$ cat src/rtl/btn_pkg.sv
// Shared definitions for the button gesture block: FSM state encoding,
// click-count width and saturation value, and the saturating count helper.
// Ports: none (package).
package btn_pkg;

  typedef enum logic [1:0] {
    ST_IDLE      = 2'd0,
    ST_DOWN      = 2'd1,
    ST_UP_WAIT   = 2'd2,
    ST_LONG_HELD = 2'd3
  } gesture_state_e;

  localparam int unsigned     CNT_W     = 3;
  localparam logic [CNT_W-1:0] COUNT_MAX = 3'd7;

  // Click counter increment that sticks at COUNT_MAX instead of wrapping.
  function automatic logic [CNT_W-1:0] count_inc(input logic [CNT_W-1:0] c);
    return (c == COUNT_MAX) ? COUNT_MAX : c + 1'b1;
  endfunction

endpackage

$ cat src/rtl/btn_sync_db.sv
// Purpose: synchronise the raw active-low button and debounce it into a level.
// Latency: 2 sync cycles + DB_CYCLES stable cycles until pressed changes.
// Backpressure: none; free-running, no handshake.
// Ports: clk/rst (async active-high); nbtn raw button (active low, async);
//        pressed debounced level (registered); rise/fall one-cycle strobes
//        that are high on the cycle whose closing edge flips pressed.
module btn_sync_db #(
  parameter int unsigned DB_CYCLES = 65536
) (
  input  logic clk,
  input  logic rst,
  input  logic nbtn,
  output logic pressed,
  output logic rise,
  output logic fall
);

  localparam int unsigned      DB_W    = $clog2(DB_CYCLES);
  localparam logic [DB_W-1:0]  DB_LAST = DB_W'(DB_CYCLES - 1);

  logic            meta_q, meta_d;
  logic            sync_q, sync_d;
  logic            pressed_q, pressed_d;
  logic [DB_W-1:0] db_cnt_q, db_cnt_d;
  logic            flip;

  always_comb begin
    // Invert first so everything downstream is active-high.
    meta_d = ~nbtn;
    sync_d = meta_q;

    // db_cnt_q counts consecutive disagreeing cycles already seen; the
    // DB_CYCLES-th disagreeing cycle flips the level on its closing edge.
    flip      = (sync_q != pressed_q) && (db_cnt_q == DB_LAST);
    pressed_d = flip ? sync_q : pressed_q;

    if ((sync_q == pressed_q) || flip) begin
      db_cnt_d = '0;
    end else begin
      db_cnt_d = db_cnt_q + 1'b1;
    end
  end

  always_ff @(posedge clk or posedge rst) begin
    if (rst) begin
      meta_q    <= 1'b0;
      sync_q    <= 1'b0;
      pressed_q <= 1'b0;
      db_cnt_q  <= '0;
    end else begin
      meta_q    <= meta_d;
      sync_q    <= sync_d;
      pressed_q <= pressed_d;
      db_cnt_q  <= db_cnt_d;
    end
  end

  // Strobes lead pressed by one cycle so the gesture FSM changes state on
  // the same edge that the debounced level changes.
  assign rise    = flip &  sync_q;
  assign fall    = flip & ~sync_q;
  assign pressed = pressed_q;

endmodule

$ cat src/rtl/btn_gesture.sv
// Purpose: classify a debounced button into multi-click gestures and long presses.
// Latency: click_valid GAP_CYCLES after the last debounced release; long_press LONG_CYCLES after the debounced press.
// Backpressure: none; outputs are single-cycle pulses with no handshake.
// Ports: clk/rst (async active-high); nbtn raw active-low button; pressed
//        debounced level; click_valid + click_count (0 when not valid);
//        long_press pulse. All outputs registered.
module btn_gesture
  import btn_pkg::*;
#(
  parameter int unsigned DB_CYCLES   = 65536,
  parameter int unsigned GAP_CYCLES  = 4000000,
  parameter int unsigned LONG_CYCLES = 16000000
) (
  input  logic             clk,
  input  logic             rst,
  input  logic             nbtn,
  output logic             pressed,
  output logic             click_valid,
  output logic [CNT_W-1:0] click_count,
  output logic             long_press
);

  // One shared timer; LONG_CYCLES is the largest terminal value it must reach.
  localparam int unsigned       TMR_W     = $clog2(LONG_CYCLES);
  localparam logic [TMR_W-1:0]  GAP_LAST  = TMR_W'(GAP_CYCLES - 1);
  localparam logic [TMR_W-1:0]  LONG_LAST = TMR_W'(LONG_CYCLES - 1);

  logic pressed_lvl;
  logic rise;
  logic fall;

  btn_sync_db #(
    .DB_CYCLES (DB_CYCLES)
  ) u_sync_db (
    .clk     (clk),
    .rst     (rst),
    .nbtn    (nbtn),
    .pressed (pressed_lvl),
    .rise    (rise),
    .fall    (fall)
  );

  gesture_state_e   state_q, state_d;
  logic [TMR_W-1:0] timer_q, timer_d;
  logic [CNT_W-1:0] count_q, count_d;
  logic             click_valid_q, click_valid_d;
  logic [CNT_W-1:0] click_count_q, click_count_d;
  logic             long_press_q, long_press_d;

  always_comb begin
    state_d       = state_q;
    timer_d       = timer_q + 1'b1;
    count_d       = count_q;
    click_valid_d = 1'b0;
    click_count_d = '0;
    long_press_d  = 1'b0;

    case (state_q)
      ST_IDLE: begin
        timer_d = '0;
        if (rise) begin
          state_d = ST_DOWN;
          count_d = CNT_W'(1);
        end
      end

      ST_DOWN: begin
        if (pressed_lvl && (timer_q == LONG_LAST)) begin
          // Long press wins over a release landing on the same cycle; in
          // that case the release is already consumed, so skip LONG_HELD.
          long_press_d = 1'b1;
          count_d      = '0;
          timer_d      = '0;
          state_d      = fall ? ST_IDLE : ST_LONG_HELD;
        end else if (fall) begin
          state_d = ST_UP_WAIT;
          timer_d = '0;
        end
      end

      ST_UP_WAIT: begin
        // A new press on the timeout cycle continues the gesture.
        if (rise) begin
          state_d = ST_DOWN;
          timer_d = '0;
          count_d = count_inc(count_q);
        end else if (timer_q == GAP_LAST) begin
          click_valid_d = 1'b1;
          click_count_d = count_q;
          state_d       = ST_IDLE;
          timer_d       = '0;
        end
      end

      ST_LONG_HELD: begin
        timer_d = '0;
        if (fall) begin
          state_d = ST_IDLE;
        end
      end

      default: begin
        state_d = ST_IDLE;
        timer_d = '0;
      end
    endcase
  end

  always_ff @(posedge clk or posedge rst) begin
    if (rst) begin
      state_q       <= ST_IDLE;
      timer_q       <= '0;
      count_q       <= '0;
      click_valid_q <= 1'b0;
      click_count_q <= '0;
      long_press_q  <= 1'b0;
    end else begin
      state_q       <= state_d;
      timer_q       <= timer_d;
      count_q       <= count_d;
      click_valid_q <= click_valid_d;
      click_count_q <= click_count_d;
      long_press_q  <= long_press_d;
    end
  end

  assign pressed     = pressed_lvl;
  assign click_valid = click_valid_q;
  assign click_count = click_count_q;
  assign long_press  = long_press_q;

endmodule

$ cat config.mk
export PLATFORM = sky130hd
export DESIGN_NAME = btn_gesture
export DESIGN_NICKNAME = d
export VERILOG_FILES = /design/src/rtl/btn_pkg.sv /design/src/rtl/btn_sync_db.sv /design/src/rtl/btn_gesture.sv
export SDC_FILE = /design/constraint.sdc
export NUM_CORES = 1
export LEC_CHECK = 0
export BUFFER_PORTS_ARGS = -buffer_cell sky130_fd_sc_hd__buf_2
export CORE_ASPECT_RATIO = 1.2
export CORE_MARGIN = 2
export CORE_UTILIZATION = 60
export CTS_CLUSTER_SIZE = 20
export DETAILED_ROUTE_END_ITERATION = 8
export PLACE_DENSITY_LB_ADDON = 0.1
export SLEW_MARGIN = 30
export SYNTH_ARGS = -nofsm -noshare
export SYNTH_HDL_FRONTEND = slang
export SYNTH_SLANG_ARGS = --single-unit
export TNS_END_PERCENT = 1
$ cat constraint.sdc
create_clock -name clk -period 5.25 [get_ports clk]
set_input_delay 0.2625 -clock clk [delete_from_list [all_inputs] [get_ports clk]]
set_output_delay 0.2625 -clock clk [all_outputs]
set_load 0.05 [all_outputs]
# Word level (Yosys, flattened, before mapping)
# Index checks and enable logic that the tools add are counted.
[op_classes]
n_addsub = 3
n_eq_ne = 15
n_mux = 27
bitwise = 4
reduce_logical = 8
[op_table]
columns = ["cell", "n"]
rows = [
  ["24-bit two-way mux", 4],
  ["24-bit one-hot mux with 3 select lines", 1],
  ["24-bit by 1-bit adder with 24-bit output, second input constant", 1],
  ["24-bit by 22-bit == test with 1-bit output, second input constant", 1],
  ["24-bit == test, second input constant", 1],
  ["3-bit two-way mux", 7],
  ["16-bit by 1-bit adder with 16-bit output, second input constant", 1],
  ["16-bit == test, second input constant", 1],
  ["16-bit two-way mux", 1],
  ["2-bit two-way mux", 7],
  ["3-bit one-hot mux with 3 select lines", 1],
  ["2-bit inequality test, second input constant", 4],
  ["2-bit one-hot mux with 4 select lines", 1],
  ["4-bit AND reduction", 2],
  ["3-bit inequality test, second input constant", 2],
  ["1-bit two-way mux", 5],
  ["2-bit == test, second input constant", 2],
  ["3-bit by 1-bit adder with 3-bit output, second input constant", 1],
  ["3-bit == test, second input constant", 1],
  ["3-bit nonzero test", 1],
  ["1-bit bitwise AND", 2],
  ["2-bit by 1-bit == test with 1-bit output, second input constant", 1],
  ["1-bit logical AND", 2],
  ["2-bit zero test", 1],
  ["5 further kinds", 6],
]
[word_totals]
regBits = 53
in_bits = 3
wordCells = 67

# Depth between registers and ports, before layout
# Gate-level depths: netlist (run 1).
[depth]
depth_word = 6
ltp_mapped = 7

# By module
# A second synthesis (run 1) with hierarchy kept.
[unflattened]
cells_unflattened = 273
hier_area_um2 = 2763.9
[by_module_without_submodules]
columns = ["module", "instances", "cells_per_inst", "area_each_um2", "seq_area_each_um2"]
rows = [
  ["btn_gesture", 1, 186, 1840.5, 850.8],
  ["btn_sync_db", 1, 87, 923.4, 475.5],
]

# Least setup slack after synthesis (run 1)
# No wires, ideal clock.
[synth_path]
path_kind = "reg-to-reg"
from = "register u_sync_db.pressed_q, in the netlist u_sync_db.pressed"
to = "register timer_q[10]"
setup_time_ps = 123
arrival_ps = 1630
required_time_ps = 5127
slack_ps = 3497
stages_incl_launch_ff = 7
n_path_buf = 1
synth_period_minus_slack_ps = 1753
path_cell_list = "dfrtp_1 > inv_1 > nor2_1 > nand4_1 > o211ai_2 > buf_4 > a21oi_2"
[synth_via]
elab_chain_cells = 6
elab_cells_between_ends = 9
classes_between = "eq/ne: 1; mux: 4; bitwise: 2; reduce/logical: 2"
[synth_rtl]
columns = ["element", "line_no", "text"]
rows = [
  ["start, declared", "btn_sync_db.sv:23", "logic pressed_q, pressed_d;"],
  ["start signal, assigned", "btn_sync_db.sv:53", "pressed_q <= pressed_d;"],
  ["1-bit inequality test", "btn_sync_db.sv:34", "flip = (sync_q != pressed_q) && (db_cnt_q == DB_LAST);"],
  ["1-bit logical AND", "btn_sync_db.sv:34", ""],
  ["1-bit bitwise AND", "btn_sync_db.sv:61", "assign fall = flip & ~sync_q;"],
  ["24-bit two-way mux", "btn_gesture.sv:75", "end else if (fall) begin"],
  ["24-bit two-way mux", "btn_gesture.sv:68", "if (pressed_lvl && (timer_q == LONG_LAST)) begin"],
  ["24-bit one-hot mux with 3 select lines (*)", "btn_gesture.sv:58", "case (state_q)"],
  ["via timer_d[10]", "btn_gesture.sv:44", "logic [TMR_W-1:0] timer_q, timer_d;"],
  ["end signal, assigned", "btn_gesture.sv:119", "timer_q <= timer_d;"],
  ["end, declared", "btn_gesture.sv:44", ""],
]
# Mark *: on every way through the listed nets, which the timed path passes. The rest lies on a longest branch.
# A chain may end at the register's enable or synchronous reset.

# Final worst setup path (run 1)
[layout_path]
from = "register timer_q[15]"
to = "register timer_q[0]"
[layout_via]
elab_chain_cells = 4
elab_cells_between_ends = 7
classes_between = "eq/ne: 2; mux: 4; reduce/logical: 1"
[layout_rtl]
columns = ["element", "line_no"]
rows = [
  ["24-bit by 22-bit == test with 1-bit output / 24-bit == test (equally long branches)", "btn_gesture.sv:87, btn_gesture.sv:68"],
  ["24-bit two-way mux / 1-bit logical AND (equally long branches)", "btn_gesture.sv:87, btn_gesture.sv:68"],
  ["24-bit two-way mux, on equally long branches", "btn_gesture.sv:83, btn_gesture.sv:68"],
  ["24-bit one-hot mux with 3 select lines (*)", "btn_gesture.sv:58"],
  ["via timer_d[0]", "btn_gesture.sv:44"],
]
# Marks and branches as above.

==> out/results.tsv, run 1 <==
metric	value	unit
cts_setup_buffers	0	
p_leak	1.28	nW
wl_per_cell	15.5	µm
syn_area	2950	µm²
first_pass_iters	4	
internal_power	552	µW
track_usage	22.4	%
cp_max_fo	24	
fin_crit	2080	ps
route.detailed.drc	0	
grt-ovfl-total	0	
synth_edf_count	0	
r2r-end	timer_q[0]	
crit_chain	nor4b_1, nand4_1, or2_1, nand4_4, a21oi_1	
max_stage_delay	450	ps
synth_area_leaders	dfrtp_1 (45%), xnor2_1 (6.2%), a21oi_2 (5.9%)	
required	5420	ps
p_clk_share	38.1	%
final_nets	301	
cp.arrival	2250	ps
synth.avg_cell_area	10.4	µm²
critPathTopFamily	simple AND/OR/NAND/NOR gates	
pwr-share-seq	59.8	%
swShare	20.1	%
worstMarginPinSlew	663	ps
maxCapViolCount	0	
outcome	complete, no violations	
rows	27	
power_density	221	nW/µm²
rsz0062_at_grt	no	
fmax	480	MHz
via_per_inst	5.92	
gp_congestion	0.820	
synth_cell_types	51	
ys.warnings.count	0	
ant_nets	0	
reg2reg_slack	3170	ps
cts_max_level	2	
critPathKind	reg2reg	
antenna_found_initial	0	
fin_crit_sh	39.7	%
reg2reg_depth	5	
ys_ff_latch	53	
drive_gt1_share	18.6	%
die_width	68.1	µm
cp-end-kind	flip-flop	
hold_viol	0	
cts.sinks	53	
post_cts_resized	0	
holdBufCountCts	0	
preCtsSetupSlack	2840	ps
startpoint_type	flip-flop	
clockRootBuffer	clkbuf_8	
syn_nets	293	
dieArea	5500	µm²
wirelength	5420	µm
die_h	80.9	µm
drt_iter0_markers	129	
area_growth_syn_to_layout	6.01	%
final_common_cell	dfrtp_1	
synth_top_area_share	44.9	%
grt_pass1_vias	2181	
ys.flop_type	dfrtp_1	
ys_seq_area_share	44.9	%
clk_path_buf_depth	2	
critPathBufInv	0	
pwr-share-comb	2.2	%
n_antenna_cell	0	
finalSetupTns	0	ps
worstSkewPairLatency	300	ps
finalSetupViolCount	0	
skew	12.1	ps
vias	2065	
tritoncts	yes	
yosysTopAreaCell	dfrtp_1	
async_flop_share	100	%
p_switching	139	µW
hpwl	3840	µm
portBuffers	8	
synth_cells	283	
start_util	63.4	%
core	4660	µm²
worst_slack	3170	ps
hold_path.class	in2async	
slowest_stage	nor4b_1	
ir_drop	0.149	mV
final_max_slew_viol_count	0	
grt_max_degree	54	
mostFrequentLayoutCells	dfrtp_1 (53), nor2_1 (30), xnor2_1 (21)	
slew_headroom	55.8	%
cts_buffers	5	
grt_first_pass_wirelength	9490	µm
r2r_start	timer_q[15]	
ioPinCount	9	
clk_pin_slew_worst_paths	90	ps
[through the flow]
step	area (µm²)	hold slack [ps]	std cells	util (%)	power, mW
after floorplan	2950	322	283	-	0.432
after global placement	3020	353	342	64.7	0.436
after detailed placement	3020	354	342	64.8	0.437
after CTS	3120	66.1	349	67.0	0.701
after global routing	3130	91.1	349	67.2	0.724
final	3130	35.4	349	67.2	0.691
[worst reg2reg max path: cells and delay by family (launching register included)]
kind | cells | cell delay (ps)
AOI/OAI and AO/OA | 1 | 150
DFF | 1 | 430
and+or+nand+nor | 4 | 1380
[cell type report]
type / instances / area (µm²)
clock inverters: 2 / 35.0
repair buffers: 9 / 47.5
inverters: 16 / 62.6
multi-input cells: 206 / 1520
flip-flops and latches: 53 / 1330
fillers: 372 / 1530
clock buffers: 5 / 68.8
well taps: 58 / 72.6
[registers in the layout (all words and copies together), names as in the netlist]
signal              cells
click_count             3
click_valid             1
count_q                 3
long_press              1
state_q                 2
timer_q                24
u_sync_db.db_cnt_q     16
u_sync_db.meta_q        1
u_sync_db.pressed       1
u_sync_db.sync_q        1
[synth_stat cells, types with 6 or more instances]
cell type / number
nand3_1: 15
xnor2_1: 21
ha_1: 7
nor2_1: 30
xor2_1: 15
and3_1: 6
nand4_1: 10
dfrtp_1: 53
and4_1: 8
nand2_1: 13
a21oi_2: 20
inv_1: 16
[metal layers]
| layer | GRT usage, % | vias up | share of wire (%) |
|---|---|---|---|
| met5 | 0 | - | 0 |
| met4 | 6.60 | 0 | 0.59 |
| met3 | 3.88 | 4 | 2.1 |
| met2 | 41.2 | 25 | 54 |
| met1 | 26.1 | 1012 | 44 |
| li1 | - | 1024 | - |
[power groups by stage]
| stage | Sequential (mW) | Combinational, mW | Clock, mW |
|---|---|---|---|
| after floorplan | 0.420 | 0.0117 | 0 |
| after global placement | 0.421 | 0.0152 | 0 |
| after detailed placement | 0.421 | 0.0157 | 0 |
| after CTS | 0.413 | 0.0157 | 0.272 |
| after global routing | 0.413 | 0.0182 | 0.293 |
| final | 0.413 | 0.0150 | 0.263 |
[worst max-delay path by stage]
stage | from | endpoint | slack, ps | cells past startpoint
2_1_floorplan | u_sync_db.pressed | timer_q[10] | 3500 | 6
3_3_place_gp | timer_q[0] | timer_q[0] | 2910 | 6
3_5_place_dp | timer_q[0] | timer_q[20] | 2840 | 6
4_1_cts | timer_q[0] | timer_q[0] | 2840 | 6
5_1_grt | timer_q[15] | timer_q[0] | 2930 | 5
6_report | timer_q[15] | timer_q[0] | 3170 | 5
[cell families after synthesis]
| family | after synthesis | share of synthesized area [%] |
|---|---|---|
| adder cells (fa/ha/maj) | 7 | 2.96 |
| AND/OR/NAND/NOR | 116 | 24.8 |
| flip-flops | 53 | 44.9 |
| multiplexers | 2 | 0.678 |
| buffers and inverters | 24 | 3.98 |
| AO/OA/AOI/OAI | 45 | 12.0 |
| XOR/XNOR | 36 | 10.7 |
Note: power is estimated with default switching activity, not from simulation.
==> run 2: changes to the inputs <==
- CORE_UTILIZATION: 60 -> 56
- clock period: 5.25 -> 1.7 ns (I/O delays scaled with it)
==> out/results.tsv, run 2 (synthesis gave the netlist of run 1 again) <==
metric	value	unit	change
tritoncts	yes		
route.detailed.drc	0		unchanged
violations	setup timing		
cp_max_fo	3		-88%
required	1930	ps	-3490 ps
cts_max_level	2		unchanged
track_usage	22.8	%	+0.40 points
rows	28		+3.7%
core	5010	µm²	+7.5%
drt_iter0_markers	105		-19%
start_util	59.0	%	-4.4 points
cp.arrival	1950	ps	-300 ps
rsz0062_at_grt	yes		
fin_crit_sh	101	%	+62 points
cp-end-kind	flip-flop		
portBuffers	8		unchanged
fmax	580	MHz	+21%
power_density	626	nW/µm²	+180%
grt_pass1_vias	2331		+6.9%
dp_cells	401		+17%
ioPinCount	9		unchanged
cts.sinks	53		unchanged
critPathKind	reg2reg		
hold_viol	0		unchanged
wl_per_cell	14.9	µm	-3.8%
hpwl	4500	µm	+17%
largest_reg_flops	24		unchanged
die_h	83.6	µm	+3.3%
worstSkewPairLatency	310	ps	about the same
worstMarginPinSlew	412	ps	-251 ps
first_pass_iters	4		unchanged
outcome	complete, but fails checks		
grt_first_pass_wirelength	10800	µm	+14%
mostFrequentLayoutCells	buf_4 (55), dfrtp_1 (52), nor2_1 (28)		
stdcell_area	3750	µm²	+20%
startpoint_type	flip-flop		
wirelength	6160	µm	+14%
clk_pin_slew_worst_paths	100	ps	about the same
gp_congestion	0.856		+4.4%
skew	7.57	ps	-4.55 ps
fin_crit	1730	ps	-360 ps
via_per_inst	5.69		-3.8%
antenna_found_initial	0		unchanged
final_max_slew_viol_count	0		unchanged
crit_start	timer_q[17]		
slew_headroom	72.5	%	+17 points
final_cells	412		+18%
ant_nets	0		unchanged
final_common_cell	buf_4		
place_area	3500	µm²	+16%
vias	2344		+14%
n_antenna_cell	0		unchanged
area_growth_syn_to_layout	27.0	%	
final_nets	361		+20%
p_leak	1.65	nW	+28%
die_width	70.3	µm	+3.3%
top_register	timer_q		
clk_path_buf_depth	2		unchanged
finalSetupViolCount	2		+2
biggestRegsByFlops	timer_q: 24 flops, u_sync_db.db_cnt_q: 16 flops		
r2r_start	timer_q[17]		
ir_drop	0.388	mV	+160%
worst_slack	-25.1	ps	-3190 ps
finalSetupTns	-41.0	ps	-41.0 ps
cts_buffers	5		unchanged
clockRootBuffer	clkbuf_8		
dieArea	5870	µm²	+6.7%
grt_max_degree	27		-50%
final_util	74.9	%	+7.7 points
grt-ovfl-total	0		unchanged
drive_gt1_share	35.2	%	+17 points
hold_path.class	in2async		
maxCapViolCount	0		unchanged
## run 2: cell types whose count changed in the layout (fill, tap and decap cells not counted), moves of 2 or more
cell	previous run	this run
buf_12	0	4
dlygate4sd3_1	0	2
nor2_1	30	28
nand3_1	15	13
nand3_2	0	2
nor2_2	0	2
buf_4	1	55
## run 2: worst paths after layout
path	to	slack [ps]	cells past startpoint
setup / recovery	state_q[1]	-30	6
hold / removal	timer_q[10]	300	3
setup reg to reg	state_q[1]	-30	6
hold reg to reg	u_sync_db.sync_q	360	0
max in group asynchronous	u_sync_db.pressed	890	4
min in group clk	u_sync_db.sync_q	360	0
## run 2: where the power goes
group	switching [mW]	internal, mW	total, mW
registers	0.00575	1.27	1.27
logic	0.0426	0.0245	0.0671
clock network	0.424	0.585	1.01
total	0.472	1.88	2.35
## run 2: final cells by class
| cell class | count | area [µm²] |
|---|---|---|
| fill | 384 | 1260 |
| clock inverter | 3 | 65.1 |
| inverter | 16 | 60.1 |
| tap | 60 | 75.1 |
| sequential | 53 | 1330 |
| multi-input combinational | 206 | 1600 |
| clock buffer | 5 | 68.8 |
| timing repair buffer | 69 | 553 |
## run 2: layer usage
metal  vias to the layer above  GRT usage [%]  part of all wire, %
li1                       1147              -                    -
met5                         -              0                    0
met4                         0           5.77                 0.99
met3                         6           3.99                  2.0
met2                        24           39.5                   53
met1                      1167           29.3                   44
## run 2: critical path, cell delays in order (launching register included)
cell and delay, ps:
dfrtp_1 420, nor4b_4 310, nand4_1 140, buf_4 170
o31a_1 270, o21a_1 190, o211ai_1 150
## run 2: through the flow
stage          setup slack, ps  power [mW]  hold slack, ps
2_1_floorplan            -33.6        1.33             144
3_3_place_gp             -38.9        1.36            97.3
3_5_place_dp             -59.3        1.36             103
4_1_cts                  -12.8        2.37             311
5_1_grt                   -101        2.42             342
6_report                 -25.1        2.35             303
## run 2: what timing repair did
item | 4_1_cts | 5_1_grt
hold buffers | 2 | 0
pin swaps | 2 | 0
resized for setup | 7 | 8
endpoints found under the hold margin | 18 | 0
endpoints found under the setup margin | 44 | 33
setup buffers | 0 | 1
==> run 3: changes to the inputs <==
- SETUP_SLACK_MARGIN: not set -> 0.4
- SKIP_LAST_GASP: not set -> 1
==> out/results.tsv, run 3 (synthesis gave the netlist of run 1 again) <==
metric	value	unit	change
outcome	complete, but fails checks		
violations	setup timing		
stdcell_area	3740	µm²	-0.27%
p_leak	1.64	nW	-0.38%
wirelength	6460	µm	+5.0%
fmax	571	MHz	-1.5%
wl_per_cell	15.9	µm	+6.3%
drive_gt1_share	35.7	%	+0.51 points
cts.sinks	53		unchanged
dieArea	5870	µm²	unchanged
cts_setup_buffers	0		unchanged
pwr-share-seq	57.1	%	+2.9 points
grt_max_degree	34		+26%
cp_max_fo	9		+6
top_register	timer_q		
worst_slack	-51.0	ps	-25.9 ps
n_antenna_cell	0		unchanged
grt-ovfl-total	0		unchanged
slowest_stage	dfrtp_1		
clk_path_buf_depth	2		unchanged
hold_viol	0		unchanged
vias	2312		-1.4%
cts_buffers	5		unchanged
gp_congestion	0.917		+7.1%
reg2reg_slack	-50	ps	-30 ps
grt_pass1_vias	2523		+8.2%
r2r_start	timer_q[1]		
largest_reg_flops	24		unchanged
p_switching	462	µW	-2.1%
fillers	374		-2.6%
clk_pin_slew_worst_paths	100	ps	about the same
r2r-end	timer_q[18]		
first_pass_iters	4		unchanged
crit_chain	ha_2, and4_4, nand3_4, nor4_2, xnor2_1, a21oi_2		
dp_cells	397		-1.0%
route.detailed.drc	0		unchanged
ir_drop	0.393	mV	+1.2%
critPathKind	reg2reg		
final_nets	356		-1.4%
core	5010	µm²	unchanged
power_density	596	nW/µm²	-4.8%
grt_first_pass_wirelength	11500	µm	+5.8%
slew_headroom	67.7	%	-4.7 points
startpoint_type	flip-flop		
clockRootBuffer	clkbuf_8		
track_usage	24.2	%	+1.4 points
p_clk_share	40.1	%	-2.8 points
cp-end-kind	flip-flop		
rows	28		unchanged
drt_iter0_markers	92		-12%
start_util	59.0	%	unchanged
internal_power	1.77	mW	-5.8%
finalSetupViolCount	29		+27
rsz0062_at_grt	yes		
reg2reg_depth	6		unchanged
final_util	74.7	%	-0.20 points
worstMarginPinSlew	483	ps	+71.6 ps
finalSetupTns	-864	ps	-823 ps
worstSkewPairLatency	310	ps	about the same
fin_crit_sh	103	%	+1.5 points
place_area	3550	µm²	+1.4%
area_growth_syn_to_layout	26.7	%	
die_width	70.3	µm	unchanged
hold_path.class	in2async		
hpwl	4620	µm	+2.6%
final_common_cell	dfrtp_1		
mostFrequentLayoutCells	dfrtp_1 (51), buf_4 (50), nor2_1 (28)		
final_max_slew_viol_count	0		unchanged
final_cells	407		-1.2%
portBuffers	8		unchanged
cp.arrival	1950	ps	about the same
biggestRegsByFlops	timer_q: 24 flops, u_sync_db.db_cnt_q: 16 flops		
via_per_inst	5.68		-0.15%
max_stage_delay	380	ps	-40 ps
fin_crit	1750	ps	+25.9 ps
ioPinCount	9		unchanged
die_h	83.6	µm	unchanged
antenna_found_initial	0		unchanged
tritoncts	yes		
maxCapViolCount	0		unchanged
swShare	20.7	%	+0.62 points
required	1900	ps	-30 ps
pwr-share-comb	2.8	%	about the same
cts_max_level	2		unchanged
ant_nets	0		unchanged
skew	5.50	ps	-2.07 ps
-- run 3: cell types whose count changed in the layout (fill, tap and decap cells not counted), sizes merged --
cell    change
clkinv      -1
bufinv      -1
clkbuf      +2
buf         -5
-- run 3: how the worst max path moves through the flow --
stage | start | endpoint | slack (ps) | cells past startpoint
global route | timer_q[1] | count_q[2] | -140 | 7
CTS | timer_q[1] | timer_q[1] | -60 | 7
detailed placement | timer_q[15] | state_q[0] | -100 | 6
global placement | timer_q[15] | state_q[0] | -70 | 6
floorplan | timer_q[0] | timer_q[10] | 90 | 7
finish | timer_q[1] | timer_q[18] | -50 | 6
-- run 3: critical path: cells and delay by family (launching register included) --
kind	cells	cell delay, ps
and+or+nand+nor	3	840
DFF	1	380
adders and majority gates	1	200
xor gates and xnor gates	1	170
AOI/OAI and AO/OA	1	50
-- run 3: final cells by class --
type                            count  area, µm²  share of cell area (%)
Clock buffer                        7       86.3                    2.31
Clock inverter                      1       30.0                   0.802
Inverter                           16       60.1                    1.60
Multi-Input combinational cell    206       1650                    44.0
Sequential cell                    53       1330                    35.5
Tap cell                           60       75.1                    2.01
Timing Repair Buffer               64        515                    13.8
-- run 3: routing by layer --
metal / vias up / share of wire, % / track usage, %
met5: - / 0 / 0
met4: 0 / 2.4 / 9.79
met3: 12 / 1.7 / 3.02
met2: 25 / 55 / 45.0
met1: 1140 / 41 / 27.4
li1: 1135 / - / -
-- run 3: power by group through the flow --
stage	combinational [mW]	clock [mW]	sequential [mW]
floorplan	0.0365	0	1.30
global route	0.0726	0.961	1.28
finish	0.0615	0.894	1.27
detailed placement	0.0590	0	1.30
global placement	0.0594	0	1.30
CTS	0.0630	0.910	1.27
-- run 3: timing repair --
action	4_1_cts	5_1_grt
resized for setup	1	9
gates cloned	0	0
hold buffers	2	0
pin swaps	1	2
endpoints found under the setup margin	51	51
hold endpoints to repair	21	0
-- run 3: metrics by stage --
stage                     hold WS (ps)  power (mW)  setup slack, ps
final                              334        2.23            -51.0
after global routing               371        2.31             -138
after CTS                          354        2.25            -63.3
after detailed placement           133        1.36             -103
after global placement             135        1.36            -65.5
after floorplan                    144        1.33             92.4
